==> src/rtl/cnn_pkg.sv <==
// Shared constants for the CNN pipeline stages: DRAM region bases, packed
// feature-map address layout, and the max_pool one-hot state encoding.
package cnn_pkg;

  localparam int PARAM_BASE = 0;
  localparam int FMAP_BASE  = 131072;
  localparam int POOL_BASE  = 196608;
  localparam int NUM_PARAM  = 3;

  localparam int D_W     = 4;
  localparam int Y_W     = 5;
  localparam int X_W     = 5;
  localparam int PKT_AW  = 4 + D_W + Y_W + X_W;

  localparam int I_IDLE  = 0;
  localparam int I_LD    = 1;
  localparam int I_EVAL  = 2;
  localparam int I_FLUSH = 3;
  localparam int I_DONE  = 4;
  localparam int NST     = 5;

  localparam logic [NST-1:0] ST_IDLE  = NST'(1) << I_IDLE;
  localparam logic [NST-1:0] ST_LD    = NST'(1) << I_LD;
  localparam logic [NST-1:0] ST_EVAL  = NST'(1) << I_EVAL;
  localparam logic [NST-1:0] ST_FLUSH = NST'(1) << I_FLUSH;
  localparam logic [NST-1:0] ST_DONE  = NST'(1) << I_DONE;

  // Region base plus the packed {pad, d, y, x} offset shared by all layers.
  function automatic logic [PKT_AW-1:0] pack_addr(
    input int             base,
    input logic [D_W-1:0] d,
    input logic [Y_W-1:0] y,
    input logic [X_W-1:0] x
  );
    return PKT_AW'(base) + {4'd0, d, y, x};
  endfunction

endpackage

==> src/rtl/max_pool_if.sv <==
// DRAM port bundle between max_pool (master) and the memory (slave).
interface max_pool_if #(
  parameter int DW = 32,
  parameter int AW = 18
);
  logic          dram_valid;
  logic [DW-1:0] data_in;
  logic [DW-1:0] data_out;
  logic [AW-1:0] addr_in;
  logic [AW-1:0] addr_out;
  logic          dram_en_rd;
  logic          dram_en_wr;

  modport master (
    input  dram_valid, data_in,
    output data_out, addr_in, addr_out, dram_en_rd, dram_en_wr
  );

  modport slave (
    output dram_valid, data_in,
    input  data_out, addr_in, addr_out, dram_en_rd, dram_en_wr
  );
endinterface

==> src/rtl/pool_acc.sv <==
// Signed running max over the four quadrant reads of one output pixel;
// the final max is registered out one cycle after the q=3 datum.
module pool_acc #(
  parameter int DATA_WIDTH = 32
) (
  input  logic                  clk,
  input  logic                  srst,
  input  logic                  i_vld,
  input  logic [1:0]            i_q,
  input  logic [DATA_WIDTH-1:0] i_dat,
  output logic                  o_vld,
  output logic [DATA_WIDTH-1:0] o_dat
);

  logic signed [DATA_WIDTH-1:0] r_acc;
  logic signed [DATA_WIDTH-1:0] w_max;
  logic                         r_vld;
  logic [DATA_WIDTH-1:0]        r_dat;

  always_comb begin
    w_max = r_acc;
    if (i_q == 2'd0 || $signed(i_dat) > r_acc) w_max = $signed(i_dat);
  end

  always_ff @(posedge clk) begin
    if (srst) begin
      r_acc <= '0;
      r_vld <= 1'b0;
      r_dat <= '0;
    end else begin
      r_vld <= i_vld && (i_q == 2'd3);
      if (i_vld) r_acc <= w_max;
      if (i_vld && i_q == 2'd3) r_dat <= w_max;
    end
  end

  assign o_vld = r_vld;
  assign o_dat = r_dat;

endmodule

==> src/rtl/max_pool.sv <==
// 2x2 stride-2 max-pool of a packed DRAM feature map, one layer per enable.
// One read per cycle in EVAL; each pooled write lands 5 cycles after its q=0 read.
module max_pool
  import cnn_pkg::*;
#(
  parameter int DATA_WIDTH = 32,
  parameter int ADDR_WIDTH = 18
) (
  input  logic       clk,
  input  logic       srst,
  input  logic       enable,
  output logic       done,
  max_pool_if.master dram
);

  logic [NST-1:0]        r_state, w_next;
  logic [1:0]            r_lp;
  logic                  r_fl;
  logic [5:0]            r_w, r_h, r_dn;
  logic [1:0]            r_q;
  logic [X_W-1:0]        r_ox;
  logic [Y_W-1:0]        r_oy;
  logic [5:0]            r_d;
  logic                  r_dvld;
  logic [1:0]            r_dq;
  logic [ADDR_WIDTH-1:0] r_wa, r_addr_out;

  logic [4:0]            w_ow, w_oh;
  logic                  w_empty, w_ox_last, w_oy_last, w_px_last, w_rd_last;
  logic [X_W-1:0]        w_x;
  logic [Y_W-1:0]        w_y;
  logic [ADDR_WIDTH-1:0] w_raddr, w_waddr;
  logic                  w_acc_vld;
  logic [DATA_WIDTH-1:0] w_acc_dat;
  logic                  w_unused;

  assign w_unused  = dram.dram_valid;
  assign w_ow      = r_w[5:1];
  assign w_oh      = r_h[5:1];
  // D is still on the read bus during the last LD_PARAM cycle.
  assign w_empty   = (w_ow == 5'd0) || (w_oh == 5'd0) || (dram.data_in[5:0] == 6'd0);
  assign w_ox_last = (r_ox == w_ow - 5'd1);
  assign w_oy_last = (r_oy == w_oh - 5'd1);
  assign w_px_last = w_ox_last && w_oy_last && (r_d == r_dn - 6'd1);
  assign w_rd_last = r_state[I_EVAL] && (r_q == 2'd3) && w_px_last;
  assign w_x       = {r_ox[X_W-2:0], r_q[0]};
  assign w_y       = {r_oy[Y_W-2:0], r_q[1]};
  assign w_raddr   = ADDR_WIDTH'(pack_addr(FMAP_BASE, r_d[D_W-1:0], w_y, w_x));
  assign w_waddr   = ADDR_WIDTH'(pack_addr(POOL_BASE, r_d[D_W-1:0], r_oy, r_ox));

  always_ff @(posedge clk) begin
    if (srst) r_state <= ST_IDLE;
    else      r_state <= w_next;
  end

  always_comb begin
    w_next = r_state;
    if (r_state[I_IDLE]) begin
      if (enable) w_next = ST_LD;
    end else if (r_state[I_LD]) begin
      if (r_lp == 2'(NUM_PARAM)) w_next = w_empty ? ST_DONE : ST_EVAL;
    end else if (r_state[I_EVAL]) begin
      if (w_rd_last) w_next = ST_FLUSH;
    end else if (r_state[I_FLUSH]) begin
      if (r_fl) w_next = ST_DONE;
    end else begin
      w_next = ST_IDLE;
    end
  end

  always_comb begin
    dram.dram_en_rd = 1'b0;
    dram.addr_in    = '0;
    done            = r_state[I_DONE];
    if (r_state[I_LD]) begin
      dram.dram_en_rd = 1'b1;
      if (r_lp < 2'(NUM_PARAM)) dram.addr_in = ADDR_WIDTH'(PARAM_BASE) + ADDR_WIDTH'(r_lp);
    end else if (r_state[I_EVAL]) begin
      dram.dram_en_rd = 1'b1;
      dram.addr_in    = w_raddr;
    end
  end

  always_ff @(posedge clk) begin
    if (srst) begin
      r_lp       <= '0;
      r_fl       <= 1'b0;
      r_w        <= '0;
      r_h        <= '0;
      r_dn       <= '0;
      r_q        <= '0;
      r_ox       <= '0;
      r_oy       <= '0;
      r_d        <= '0;
      r_dvld     <= 1'b0;
      r_dq       <= '0;
      r_wa       <= '0;
      r_addr_out <= '0;
    end else begin
      if (r_state[I_IDLE]) begin
        r_lp <= '0;
        r_fl <= 1'b0;
        r_q  <= '0;
        r_ox <= '0;
        r_oy <= '0;
        r_d  <= '0;
      end
      // Word k arrives one cycle after address k, i.e. at r_lp == k+1.
      if (r_state[I_LD]) begin
        r_lp <= r_lp + 2'd1;
        case (r_lp)
          2'd1:    r_w  <= dram.data_in[5:0];
          2'd2:    r_h  <= dram.data_in[5:0];
          2'd3:    r_dn <= dram.data_in[5:0];
          default: ;
        endcase
      end
      if (r_state[I_EVAL]) begin
        r_q <= r_q + 2'd1;
        if (r_q == 2'd3) begin
          r_wa <= w_waddr;
          if (w_ox_last) begin
            r_ox <= '0;
            if (w_oy_last) begin
              r_oy <= '0;
              r_d  <= r_d + 6'd1;
            end else begin
              r_oy <= r_oy + 5'd1;
            end
          end else begin
            r_ox <= r_ox + 5'd1;
          end
        end
      end
      if (r_state[I_FLUSH]) r_fl <= 1'b1;
      r_dvld <= r_state[I_EVAL];
      r_dq   <= r_q;
      if (r_dvld && r_dq == 2'd3) r_addr_out <= r_wa;
    end
  end

  pool_acc #(.DATA_WIDTH(DATA_WIDTH)) u_acc (
    .clk   (clk),
    .srst  (srst),
    .i_vld (r_dvld),
    .i_q   (r_dq),
    .i_dat (dram.data_in),
    .o_vld (w_acc_vld),
    .o_dat (w_acc_dat)
  );

  assign dram.dram_en_wr = w_acc_vld;
  assign dram.data_out   = w_acc_dat;
  assign dram.addr_out   = r_addr_out;

endmodule

==> src/flat_wrapper.sv <==
// flat-port wrapper written by rule: the top's interface ports become plain ports
module max_pool_flat import cnn_pkg::*;
#(
  parameter int DATA_WIDTH = 32,
  parameter int ADDR_WIDTH = 18
)
  (clk, srst, enable, done, dram_dram_valid, dram_data_in, dram_data_out, dram_addr_in, dram_addr_out, dram_dram_en_rd, dram_dram_en_wr);
  max_pool_if #(.DW((32)), .AW((18))) dram_i ();
  input  logic clk;
  input  logic srst;
  input  logic enable;
  output logic done;
  input wire logic [$bits(dram_i.dram_valid)-1:0] dram_dram_valid;
  input wire logic [$bits(dram_i.data_in)-1:0] dram_data_in;
  output wire logic [$bits(dram_i.data_out)-1:0] dram_data_out;
  output wire logic [$bits(dram_i.addr_in)-1:0] dram_addr_in;
  output wire logic [$bits(dram_i.addr_out)-1:0] dram_addr_out;
  output wire logic [$bits(dram_i.dram_en_rd)-1:0] dram_dram_en_rd;
  output wire logic [$bits(dram_i.dram_en_wr)-1:0] dram_dram_en_wr;
  assign dram_i.dram_valid = dram_dram_valid;
  assign dram_i.data_in = dram_data_in;
  assign dram_data_out = dram_i.data_out;
  assign dram_addr_in = dram_i.addr_in;
  assign dram_addr_out = dram_i.addr_out;
  assign dram_dram_en_rd = dram_i.dram_en_rd;
  assign dram_dram_en_wr = dram_i.dram_en_wr;
  max_pool #(.DATA_WIDTH(DATA_WIDTH), .ADDR_WIDTH(ADDR_WIDTH)) u_core (.clk(clk), .srst(srst), .enable(enable), .done(done), .dram(dram_i));
endmodule
==> config.mk <==
export PLATFORM = sky130hd
export DESIGN_NAME = max_pool_flat
export DESIGN_NICKNAME = d
export VERILOG_FILES = /design/src/rtl/cnn_pkg.sv /design/src/rtl/max_pool_if.sv /design/src/rtl/pool_acc.sv /design/src/rtl/max_pool.sv /design/src/flat_wrapper.sv
export SDC_FILE = /design/constraint.sdc
export NUM_CORES = 1
export LEC_CHECK = 0
export CAP_MARGIN = 15
export CORE_AREA = 2 2 125 127
export CTS_CLUSTER_SIZE = 30
export DETAILED_ROUTE_END_ITERATION = 16
export DIE_AREA = 0 0 127 129
export GPL_TIMING_DRIVEN = 0
export MAX_ROUTING_LAYER = met4
export PLACE_DENSITY = 0.73
export SLEW_MARGIN = 10
export SYNTH_ARGS = -nofsm -noshare
export SYNTH_HDL_FRONTEND = slang
export SYNTH_SLANG_ARGS = --single-unit
==> constraint.sdc <==
create_clock -name clk -period 4.3 [get_ports clk]
set_input_delay 1.075 -clock clk [delete_from_list [all_inputs] [get_ports clk]]
set_output_delay 1.075 -clock clk [all_outputs]
set_load 0.01 [all_outputs]
==> results.yml <==
run_status:
  run_status: "finished clean"
detailed_routing:
  dr.pass1.iters: 5
  drc_errors: 0
  drt_iter0_markers: 506
  vias: 6736
  wl_per_cell_um: 15.58
  routed_wl_um: 19180
  viasPerCell: 5.472
  antenna_left: 0
clock_tree:
  cts_made_buffers: 17
  insertion_delay_ns: 0.43
  numClockSinks: 140
  cts_tree: "done"
  postCtsHoldBufs: 0
  cts_buffer_depth: 2
  htreeDepth: 4
  clk_pin_slew_ns: 0.06
  cts-root-buf: "clkbuf_16"
cells_and_area:
  area_growth_syn_to_layout_pct: 24.66
  num-nets-final: 1110
  drive_gt1_share_pct: 4.890
  diodes: 0
  utilization_pct: 61.58
power:
  switching_power_uw: 680.3
  combPwrFrac_pct: 6.2
  leakage_uw: 0.003433
  ir_drop_mv: 0.2849
  power.share.switching_pct: 23.13
  p_per_area_nw_per_um2: 318.9
  p_seq_share_pct: 44.4
  p_total_uw: 2941
  clockPowerShare_pct: 49.4
  p_int_uw: 2260
setup_path:
  crit_path_frequent_cell: "buf_2"
  cp_slowest_cell: "nor4_1"
  r2r_start: "u_core.u_acc.r_acc[31]"
  critPathKind: "input port to register"
  required_ns: 4.65
  arrival_ns: 4.48
  cp_slowest_stage_delay_ns: 0.69
  startpoint: "dram_data_in[31]"
  startpoint_type: "input port"
  crit_chain: "clkdlybuf4s50_1 -> ha_1 -> nand4_1 -> nor4_1 -> nand3_1 -> o21bai_1 -> or3b_1 -> buf_2 -> buf_2 -> mux2i_1"
  endpoint_kind: "register"
  critPathMaxFanout: 10
synthesis:
  netlist_area_um2: 7398
  ys_ff_latch: 140
  synth_top_flop_cell: "dfxtp_1"
  synth.yosys.seq_area_share_pct: 37.88
  async_reset_ff_share_pct: 0
  avgSynthCellArea_um2: 8.148
  synth_edf_count: 0
  synth-warning-count: 0
  yosysUniqueCellTypes: 56
  syn_inst: 908
sta:
  max_freq_ghz: 0.2419
  skew_ns: 0.01438
  tns_ns: 0
  worst_slew_pin_slew_ns: 0.8337
  rsz0062_at_grt: "false"
  slew_headroom_pct: 43.64
  setup_viol: 0
  final_hold_viol_count: 0
  min_period_ns: 4.133
  fin_ws_ns: 0.1667
  fin_crit_sh_pct: 96.12
  report.final.slew_viol_count: 0
  whs_ns: 0.4499
global_route:
  grt_max_degree: 17
  grt_first_pass_wirelength_um: 31510
  antenna_found_initial: 0
  grt-ovfl-total: 0
  grt_pass1_vias: 6370
  track_usage_pct: 24.54
run:
  cap_violations: 0
die:
  initial_core_util_pct: 49.40
  io_pins: 107
  dieArea_um2: 16380
  die_y_um: 129
  fp.dieW_um: 127
  core_region_area_um2: 14980
  num_rows: 45
min_path:
  min-delay-start: "u_core.r_wa[11]"
  hold_path.class: "register to register"
placed_design:
  dp_slack_ns: -0.2322
  place.gp.congestion: 0.8578
  io_buffers: 99
  hpwl_um: 13890
==> power by group through the flow <==
stage	Combinational [µW]	Sequential (µW)	Clock, µW
floorplan	98.3	1330	0
global placement	178	1330	0
detailed placement	179	1340	0
CTS	182	1310	1460
global route	201	1310	1530
finish	182	1310	1450
==> metal layers <==
layer,wire [µm],GRT usage [%]
met5,0,-
met2,9296,41.14
met1,8752,30.45
met3,866,4.906
met4,266,6.335
==> flip-flops by register name, indices dropped and copies added (netlist names), 6 cells and up <==
name / count
u_core.r_d: 6
u_core.dram.addr_out: 15
u_core.u_acc.o_dat: 32
u_core.u_acc.r_acc: 32
u_core.r_dn: 6
u_core.r_wa: 15
==> cells in the final DEF, fill, tap and decap left out, types with 3 or more instances in the layout <==
cell               n
nor2b_1            6
buf_1              3
clkbuf_1          53
clkinv_2           5
nand4_1           10
nand2_1          107
clkbuf_16         17
or3_1              4
nand2b_1          68
buf_4              7
mux2i_1           34
clkdlybuf4s50_1   99
ha_1              44
buf_2              7
o311a_1           32
nand3_1           27
nor3b_1            3
o211ai_1          34
conb_1             5
inv_1             49
dfxtp_1          140
a21oi_1           77
nor3_1             9
xor2_1            13
a311oi_1           4
o21ai_0           15
and2_1            17
xnor2_1           10
a211oi_1           3
nor2_1            93
a221oi_1           3
==> kinds of logic after synthesis <==
family / count (synthesis) / synth area share, %
flip-flops: 140 / 37.88
other: 1 / 0.05069
multiplexers: 34 / 4.600
AND/OR/NAND/NOR: 358 / 23.22
adder cells (fa/ha/maj): 44 / 7.441
buffers and inverters: 118 / 6.562
AO/OA/AOI/OAI: 190 / 17.52
XOR/XNOR: 23 / 2.723
==> layout make-up <==
| class | instances | area, µm² |
|---|---|---|
| buffer | 69 | 301.5 |
| clock buffer | 21 | 460.4 |
| clock inverter | 11 | 117.6 |
| fill | 1322 | 5754 |
| inverter | 49 | 183.9 |
| multi-input combinational | 654 | 4130 |
| sequential | 140 | 2803 |
| tap | 188 | 235.2 |
| timing repair buffer | 99 | 991.0 |
==> path summary, 6_finish.rpt <==
check	to	slack, ns	cells past startpoint
worst max-delay path	u_core.u_acc.r_acc[26]	0.17	10
worst min-delay path	u_core.dram.addr_out[11]	0.45	2
worst max register to register	u_core.u_acc.r_acc[26]	0.98	10
worst min register to register	u_core.dram.addr_out[11]	0.45	2
==> synthesized netlist by cell type (3+ instances only) <==
cell	n	area share [%]
ha_1	44	7.4
nor3b_1	3	0.30
a21oi_1	77	5.2
nand2_1	107	5.4
buf_2	7	0.47
inv_1	49	2.5
mux2i_1	34	4.6
xnor2_1	10	1.2
a211oi_1	4	0.41
buf_4	7	0.71
xor2_1	13	1.5
nand2b_1	68	5.8
dfxtp_1	140	38
nor3_1	9	0.61
buf_1	3	0.15
a311oi_1	4	0.47
nor2_1	93	4.7
or3_1	4	0.34
o311a_1	32	4.3
o21ai_0	15	1.0
a221oi_1	3	0.36
nand3_1	27	1.8
clkbuf_1	51	2.6
nand4_1	10	0.85
nor2b_1	6	0.51
and2_1	17	1.4
o211ai_1	34	3.4
==> per-stage QoR <==
stage                     instances  area [µm²]
after global routing           1231        9223
after floorplan                 912        7413
final                          1231        9223
after detailed placement       1199        8640
after global placement         1199        8640
after CTS                      1231        9218
==> worst max-delay path: cells and delay by family <==
family                     cells  cell delay [ns]
muxes                          1             0.23
and+or+nand+nor                4             1.28
buffers and inverters          3             1.01
AOI/OAI and AO/OA              1             0.49
adders and majority gates      1             0.39
==> what timing repair did <==
action | in CTS | in global routing
setup buffers | 0 | 0
resized for setup | 0 | 1
endpoints found under the setup margin | 0 | 48
Note: power is estimated with default switching activity, not from simulation.
